### config.mk
export PLATFORM = sky130hd
export DESIGN_NAME = ras_ctrl
export DESIGN_NICKNAME = d
export VERILOG_FILES = /design/src/rtl/ras_ctrl.sv
export SDC_FILE = /design/constraint.sdc
export NUM_CORES = 1
export LEC_CHECK = 0
export CAP_MARGIN = 15
export CORE_ASPECT_RATIO = 1.1
export CORE_MARGIN = 3
export CORE_UTILIZATION = 30
export DETAILED_ROUTE_END_ITERATION = 10
export PLACE_DENSITY = 0.55
export SETUP_SLACK_MARGIN = 0.1
export SYNTH_ARGS = -nofsm -noshare
export SYNTH_HDL_FRONTEND = slang
export SYNTH_SLANG_ARGS = --single-unit
### constraint.sdc
create_clock -name clk -period 7 [get_ports clk]
set_clock_uncertainty 0.1 [all_clocks]
set_input_delay 1.05 -clock clk [delete_from_list [all_inputs] [get_ports clk]]
set_output_delay 1.05 -clock clk [all_outputs]
set_load 0.01 [all_outputs]
### src/rtl/ras_ctrl.sv
// ras_ctrl -- fetch-side driver of the return address stack.
//
// Pre-decodes each fetch group. It finds the first call (JAL, JALR rd=31,
// BLTZAL/BGEZAL) or return (JR $31) among the slots whose mask bit is set,
// and issues a push or a pop to the RAS. JAL and returns predicted from a
// valid RAS top raise a one-cycle fetch redirect. The redirect fires only
// after the branch delay slot has been fetched.
//
// Ports
//   clk, reset        clock; synchronous active-high reset
//   flush_i           abandons any pending redirect and suppresses push/pop
//   grp_valid_i       fetch group valid (always accepted)
//   grp_pc_i          PC of slot 0; slot i lives at grp_pc_i + 4*i
//   grp_instr_i       slot i = grp_instr_i[32*i +: 32]
//   grp_mask_i        per-slot valid
//   ras_push_req_o    push request (combinational)
//   ras_pop_req_o     pop request (combinational)
//   ras_push_data_o   return address = call slot PC + 8
//   ras_top_i         current RAS top, value before this cycle's update
//   redirect_valid_o  registered one-cycle redirect pulse
//   redirect_pc_o     registered redirect target
//   busy_o            a redirect is pending or being issued

package ras_pkg;
    typedef struct packed {
        logic [31:0] data;
        logic        valid;
    } ras_t;
endpackage

module ras_ctrl
    import ras_pkg::*;
#(
    parameter int FETCH_WIDTH = 2
) (
    input  logic                      clk,
    input  logic                      reset,
    input  logic                      flush_i,
    input  logic                      grp_valid_i,
    input  logic [31:0]               grp_pc_i,
    input  logic [32*FETCH_WIDTH-1:0] grp_instr_i,
    input  logic [FETCH_WIDTH-1:0]    grp_mask_i,
    output logic                      ras_push_req_o,
    output logic                      ras_pop_req_o,
    output logic [31:0]               ras_push_data_o,
    input  ras_t                      ras_top_i,
    output logic                      redirect_valid_o,
    output logic [31:0]               redirect_pc_o,
    output logic                      busy_o
);

    localparam int SW = (FETCH_WIDTH > 1) ? $clog2(FETCH_WIDTH) : 1;

    typedef enum logic [1:0] {
        IDLE    = 2'd0,
        WAIT_DS = 2'd1,
        REDIR   = 2'd2
    } state_t;

    state_t      state_q, state_d;
    logic [31:0] tgt_q, tgt_d;
    logic        redirect_valid_q, redirect_valid_d;
    logic [31:0] redirect_pc_q, redirect_pc_d;

    // ------------------------------------------------------------------
    // Per-slot pre-decode
    // ------------------------------------------------------------------
    logic [FETCH_WIDTH-1:0] is_jal, is_call, is_ret;

    for (genvar g = 0; g < FETCH_WIDTH; g++) begin : g_dec
        logic [5:0] op, funct;
        logic [4:0] rs, rt, rd;
        assign op    = grp_instr_i[32*g+26 +: 6];
        assign rs    = grp_instr_i[32*g+21 +: 5];
        assign rt    = grp_instr_i[32*g+16 +: 5];
        assign rd    = grp_instr_i[32*g+11 +: 5];
        assign funct = grp_instr_i[32*g    +: 6];

        assign is_jal[g]  = (op == 6'b000011);
        // JALR with rd=31 is only ever a call, even when rs=31.
        assign is_call[g] = is_jal[g]
                          || (op == 6'b000000 && funct == 6'b001001 && rd == 5'd31)
                          || (op == 6'b000001 && (rt == 5'b10000 || rt == 5'b10001));
        assign is_ret[g]  = (op == 6'b000000 && funct == 6'b001000 && rs == 5'd31);
    end

    // ------------------------------------------------------------------
    // Lowest-index control-flow slot
    // ------------------------------------------------------------------
    logic          cf_found;
    logic [SW-1:0] cf_slot;

    always_comb begin
        cf_found = 1'b0;
        cf_slot  = '0;
        // Scan downward so the lowest qualifying index is the last one written.
        for (int i = FETCH_WIDTH - 1; i >= 0; i--) begin
            if (grp_mask_i[i] && (is_call[i] || is_ret[i])) begin
                cf_found = 1'b1;
                cf_slot  = SW'(i);
            end
        end
    end

    logic        cf_jal, cf_call, cf_ret;
    logic [25:0] cf_imm;
    logic [31:0] slot_pc, slot_pc_p4, jal_tgt, cf_tgt;
    logic        cf_targeted, accept;

    assign cf_jal      = is_jal[cf_slot];
    assign cf_call     = is_call[cf_slot];
    assign cf_ret      = is_ret[cf_slot];
    assign cf_imm      = grp_instr_i[32'(cf_slot)*32 +: 26];

    assign slot_pc     = grp_pc_i + (32'(cf_slot) << 2);
    assign slot_pc_p4  = slot_pc + 32'd4;
    assign jal_tgt     = {slot_pc_p4[31:28], cf_imm, 2'b00};
    assign cf_tgt      = cf_jal ? jal_tgt : ras_top_i.data;
    assign cf_targeted = cf_jal || (cf_ret && ras_top_i.valid);

    // Groups seen in WAIT_DS (delay slot) or REDIR (wrong path) never touch the RAS.
    assign accept = !reset && !flush_i && grp_valid_i && cf_found && (state_q == IDLE);

    assign ras_push_req_o  = accept && cf_call;
    assign ras_pop_req_o   = accept && cf_ret;
    assign ras_push_data_o = slot_pc_p4 + 32'd4;

    // ------------------------------------------------------------------
    // Redirect FSM
    // ------------------------------------------------------------------
    always_comb begin
        state_d          = state_q;
        tgt_d            = tgt_q;
        redirect_valid_d = 1'b0;
        redirect_pc_d    = redirect_pc_q;

        unique case (state_q)
            IDLE: begin
                if (accept && cf_targeted) begin
                    tgt_d = cf_tgt;
                    if (cf_slot == SW'(FETCH_WIDTH - 1)) begin
                        // Delay slot lands in the next group.
                        state_d = WAIT_DS;
                    end else begin
                        state_d          = REDIR;
                        redirect_valid_d = 1'b1;
                        redirect_pc_d    = cf_tgt;
                    end
                end
            end
            WAIT_DS: begin
                if (grp_valid_i) begin
                    state_d          = REDIR;
                    redirect_valid_d = 1'b1;
                    redirect_pc_d    = tgt_q;
                end
            end
            REDIR:   state_d = IDLE;
            default: state_d = IDLE;
        endcase

        if (flush_i) begin
            state_d          = IDLE;
            redirect_valid_d = 1'b0;
            redirect_pc_d    = redirect_pc_q;
        end
    end

    always_ff @(posedge clk) begin
        if (reset) begin
            state_q          <= IDLE;
            tgt_q            <= '0;
            redirect_valid_q <= 1'b0;
            redirect_pc_q    <= '0;
        end else begin
            state_q          <= state_d;
            tgt_q            <= tgt_d;
            redirect_valid_q <= redirect_valid_d;
            redirect_pc_q    <= redirect_pc_d;
        end
    end

    assign redirect_valid_o = redirect_valid_q;
    assign redirect_pc_o    = redirect_pc_q;
    assign busy_o           = (state_q != IDLE);

endmodule
Word-level counts from Yosys, hierarchy flattened
Index checks and enable logic that the tools add are counted.

Register bits after elaboration: 67. Input port bits: 135. Output and inout port bits: 68. Word-level logic and storage cells: 92.

Add/sub/neg operators: 3. Magnitude comparators: 1. Equality and inequality tests: 20. Shift operators: 1. Muxes and demuxes: 22. Bitwise operators: 1. Reduce and logical (&&, ||, !) cells: 40.

Operator list (count): 2-to-1 mux 32 bit (4); adder 32 x 3 -> 32 bit (second input constant) (2); case mux 32 bit (2 select lines) (1); variable part select 64 x 7 -> 26 bit (1); == test 5 bit (second input constant) (8); adder 32 x 3 -> 32 bit (1); == test 6 x 4 -> 1 bit (second input constant) (4); logical AND 1 bit (20); == test 6 x 1 -> 1 bit (second input constant) (2); == test 6 x 2 -> 1 bit (second input constant) (2); logical NOT 6 bit (2); 2-to-1 mux 1 bit (12); logical OR 1 bit (9); 2-to-1 mux 2 bit (3); AND reduction 5 bit (1); != test 2 bit (second input constant) (2); case mux 2 bit (2 select lines) (1); AND reduction 2 bit (2); nonzero test 2 bit (2); == test 2 x 1 -> 1 bit (second input constant) (1); logical NOT 1 bit (2); logical NOT 2 bit (1); < comparator 1 x 2 -> 1 bit (second input constant) (1); != test 2 x 1 -> 1 bit (second input constant) (1); 3 further kinds (3).

Depth between registers and ports, before layout
Word-level depth: 16. Depth in mapped cells: 19. Depth with buffers taken out: 18.

Worst setup path before layout
No wires, ideal clock.

Path type: input-to-output. Start: in grp_instr_i[34]. End: out ras_push_data_o[31]. Arrival: 5.347 ns. Required time: 5.850 ns. Setup slack: 0.503 ns. Stages on the path: 19. Buffers on the path: 1. Cells stage by stage: or4b_1 -> nor4_4 -> o21ai_1 -> a21o_1 -> nor2_1 -> inv_1 -> ha_1 -> inv_1 -> ha_1 -> ha_1 -> clkbuf_1 -> nand2_1 -> nor4_1 -> nand4_1 -> o311ai_0 -> nand4_1 -> nor2_1 -> and4bb_1 -> xnor2_1.

Longest elaborated chain between the ends: 12. Elaborated cells between the ends (all ways): 15. Those cells by class: 3 x add/sub; 2 x eq/ne; 2 x mux; 8 x reduce/logical.

RTL lines: start: declaration (line 41) `input logic [32*FETCH_WIDTH-1:0] grp_instr_i,`; == test 6 x 4 -> 1 bit (line 82) `|| (op == 6'b000000 && funct == 6'b001001 && rd == 5'd31)`; logical AND 1 bit (2 in series) (line 82); logical OR 1 bit (line 82); logical OR 1 bit (line 83) `|| (op == 6'b000001 && (rt == 5'b10000 || rt == 5'b10001));`; logical OR 1 bit (*) (line 98) `if (grp_mask_i[i] && (is_call[i] || is_ret[i])) begin`; logical AND 1 bit (*) (line 98); 2-to-1 mux 1 bit (*) (2 in series) (line 98); adder 32 x 3 -> 32 bit (*) (line 115) `assign slot_pc = grp_pc_i + (32'(cf_slot) << 2);`; adder 32 x 3 -> 32 bit (*) (line 116) `assign slot_pc_p4 = slot_pc + 32'd4;`; adder 32 x 3 -> 32 bit (*) (line 126) `assign ras_push_data_o = slot_pc_p4 + 32'd4;`; end: declaration (line 45) `output logic [31:0] ras_push_data_o,`.

Every way passes the cells marked *; elsewhere a longest branch is shown, timed or not.

Final worst setup path
Start: in grp_instr_i[34]. End: out ras_push_data_o[28].

Same word-level chain as after synthesis.

==> out/metrics.csv <==
stage,metric,value,unit
layout,most frequent cells in the layout,"187 x clkdlybuf4s50_1, 69 x nand2_1, 68 x nand3_1",
detailed_routing,first-iteration detailed-routing DRC count,476,
min_path,worst hold start,tgt_q[13]$_SDFFE_PP0P_,
yosys,Synth top area share,24.6,%
clocking,Post-CTS Setup Bufs,0,
clocking,CTS tree,built,
global_route,gr usage total,21.8,%
yosys,sequential area share after synthesis,24.6,%
sta,relative slew slack,36.4,%
sta,setup_tns,0,ns
detailed_routing,DRT Pass-1 Iters,5,
sta,worst-margin pin slew,0.954,ns
job,Max-cap violations,0,
place,I/O Buffers,198,
sta,Fmax achieved,147,MHz
worst_setup_path,"setup slack, reg-to-reg",3.72,ns
worst_setup_path,capturing point of the worst reg2reg path,redirect_pc_o[27]$_SDFFE_PP0P_,
floorplanning,top-level I/O count,203,
power_and_ir_drop,maximum vdd ir drop,104,uV
global_route,initial antenna violation count,4,
clocking,Sink Count,67,
clocking,"Clk Latency, worst-skew pair",0.32,ns
min_path,Hold Crit Class,flip-flop to flip-flop,
yosys,Yosys reg bits,67,
sta,Final setup viols,0,
yosys,Synth area leaders,"dfxtp_1 25%, a311oi_2 7.7%, nand3_1 6.4%",
global_route,pin count of the biggest net entering global routing,68,
layout,"commonest non-fill, non-tap cell in the layout",clkdlybuf4s50_1,
worst_setup_path,Required @ worst endpoint,5.85,ns
yosys,syn_nets,871,
worst_setup_path,worst path bufs/invs,4,
place,Placed Cells,1150,
min_path,"Endpoint, Worst Hold",tgt_q[13]$_SDFFE_PP0P_,
worst_setup_path,crit start category,primary input,
clocking,CTS Buf Count,9,
layout,final cell count without fillers,1167,
clocking,CTS Root Cell,clkbuf_16,
floorplanning,core area,17800,um2
yosys,"area leader, netlist",dfxtp_1,
worst_setup_path,Top delay family on crit path,simple AND/OR/NAND/NOR gates,
power_and_ir_drop,PnR Total Power,1.07,mW
yosys,Yosys cell types,62,
sta,Max Slew Vio Count,0,
layout,fin nets,1063,
yosys,Async SR Flop Fraction,0,%
place,post-detail-place hpwl,16300,um
clocking,clk buf depth,2,
clocking,Clock transition at path regs,0.05,ns
layout,Final Cell Area,8300,um2
worst_setup_path,critical path cell sequence,clkdlybuf4s50_1 -> or4b_4 -> nor4_4 -> o21ai_1 -> a21o_1 -> nor2_1 -> inv_1 -> ha_1 -> inv_1 -> ha_1 -> and3_1 -> nand4_1 -> nor2_2 -> mux2i_1 -> or4_1 -> o31ai_1 -> nand2_1 -> xnor2_1 -> clkdlybuf4s50_1,
floorplanning,Die H,147,um
detailed_routing,DRC viols,0,
place,Post-DP Area,7830,um2
yosys,Post-synth EDFFs,0,
layout,Area growth syn-to-layout,52.2,%
global_route,grt total ovfl,0,
detailed_routing,average wire per standard cell,19.2,um
outcome,run status,"finished, final reports clean",
worst_setup_path,Reg2Reg Depth,8,
worst_setup_path,CP Launch Point,grp_instr_i[34],
worst_setup_path,Worst Setup End Kind,output port,
min_path,worst hold path stage count,2,
yosys,Mapped Area,5460,um2
floorplanning,Starting Density,30.6,%
sta,Tcrit/Tclk final,97.5,%
yosys,gate count of the mapped netlist,731,
worst_setup_path,critical path type,primary input to output port,
yosys,Synth Flop Type,dfxtp_1,
sta,RSZ-0062 raised after global routing,yes,
global_route,first-pass GRT wire length,34900,um
floorplanning,chip width,135,um
place,global placer's final weighted congestion,0.872,
worst_setup_path,reg2reg start,state_q[1]$_SDFFE_PP0P_,
worst_setup_path,crit path DAT,5.67,ns
floorplanning,die area,19800,um2
yosys,Syn Area/Cell,7.46,um2
detailed_routing,via count,6519,
sta,Final min period,6.82,ns
sta,final hold vios,0,
worst_setup_path,CP peak stage delay,0.57,ns
floorplanning,row cnt,51,
worst_setup_path,"Max FO, Critical Path",4,
detailed_routing,vias per std cell,5.59,
detailed_routing,antenna-violating nets left,0,
worst_setup_path,CP max-delay cell,or4b_4,
clocking,htree depth,3,
global_route,vias in the first global route,6337,
power_and_ir_drop,Pleak,2.78,nW
power_and_ir_drop,pwr dens,129,nW/um2
yosys,Yosys warnings,0,
detailed_routing,routed wire length,22400,um
layout,share of post-route cells with drive strength above 1,13.9,%
metal layers:
layer,GRT usage (%),up-vias,wire (um)
met3,7.01,23,2100
met4,4.94,6,338
li1,-,3165,-
met2,36.1,288,10500
met5,0,-,35
met1,27.7,3037,9460
worst register-to-register path: cells and delay by family, from the launching register on:
kind,cells,cell delay (ns)
and+or+nand+nor,3,1.44
DFF,1,0.33
AOI/OAI and AO/OA,3,0.59
buffers and inverters,2,0.67
flip-flops by register name (all words and copies together) (netlist names):
signal	cells
redirect_pc_o	32
tgt_q	32
state_q	2
redirect_valid_o	1
worst max-delay path by stage:
stage / slack (ns) / endpoint / depth (start not counted)
after CTS: 0.12 / ras_push_data_o[28] / 22
after global routing: -0.20 / ras_push_data_o[28] / 19
after global placement: 0.15 / ras_push_data_o[31] / 20
final: 0.18 / ras_push_data_o[28] / 19
after floorplan: 0.50 / ras_push_data_o[31] / 19
after detailed placement: 0.06 / ras_push_data_o[31] / 20
logic make-up after synthesis:
| kind of cell | after synthesis | synth area share, % |
|---|---|---|
| muxes | 3 | 0.550 |
| AOI/OAI and AO/OA | 231 | 31.9 |
| DFF | 67 | 24.6 |
| buffers and inverters | 77 | 5.99 |
| adders and majority gates | 5 | 1.15 |
| xor gates and xnor gates | 43 | 6.90 |
| and+or+nand+nor | 305 | 28.9 |
final cells by class:
cell class	count	area (um2)
Fill cell	1753	9500
Multi-Input combinational cell	587	3940
Timing Repair Buffer	248	2380
Sequential cell	67	1340
Tap cell	238	298
Clock buffer	11	233
Clock inverter	5	77.6
Inverter	10	37.5
Antenna cell	1	2.50
stage by stage:
step | worst slack (ns) | hold slack, ns | util [%]
2_1_floorplan | 0.503 | 0.344 | -
3_3_place_gp | 0.150 | 0.351 | 44.0
3_5_place_dp | 0.0603 | 0.355 | 44.0
4_1_cts | 0.122 | 0.363 | 45.8
5_1_grt | -0.198 | 0.380 | 46.6
6_report | 0.175 | 0.360 | 46.6
cells in the mapped netlist (4+ instances only):
master / instances
o21ai_0: 61
nand3_1: 70
nand2_1: 71
a221o_1: 5
a311oi_1: 4
nor2b_1: 4
o22ai_1: 22
xor2_1: 17
a21o_1: 4
a22oi_1: 21
buf_2: 6
xnor2_1: 26
ha_1: 5
and3_1: 36
inv_1: 10
nor3_1: 40
a311oi_2: 28
o221ai_1: 9
nand4_1: 12
clkbuf_1: 54
a21oi_1: 41
nand2b_1: 7
dfxtp_1: 67
nor2_1: 30
o211ai_1: 11
nor4_1: 10
what timing repair did:
item	CTS	global route
endpoints found under the setup margin	5	17
pin swaps	1	4
resized for setup	2	36
gates cloned	0	0
hold endpoints to repair	0	0
hold buffers	0	0
power by group:
part           switching (mW)  internal (mW)  total [mW]
registers          0.00000974          0.381       0.382
logic                  0.0924          0.121       0.213
clock network           0.164          0.311       0.474
total                   0.256          0.813        1.07
(Power assumes the default switching activity.)
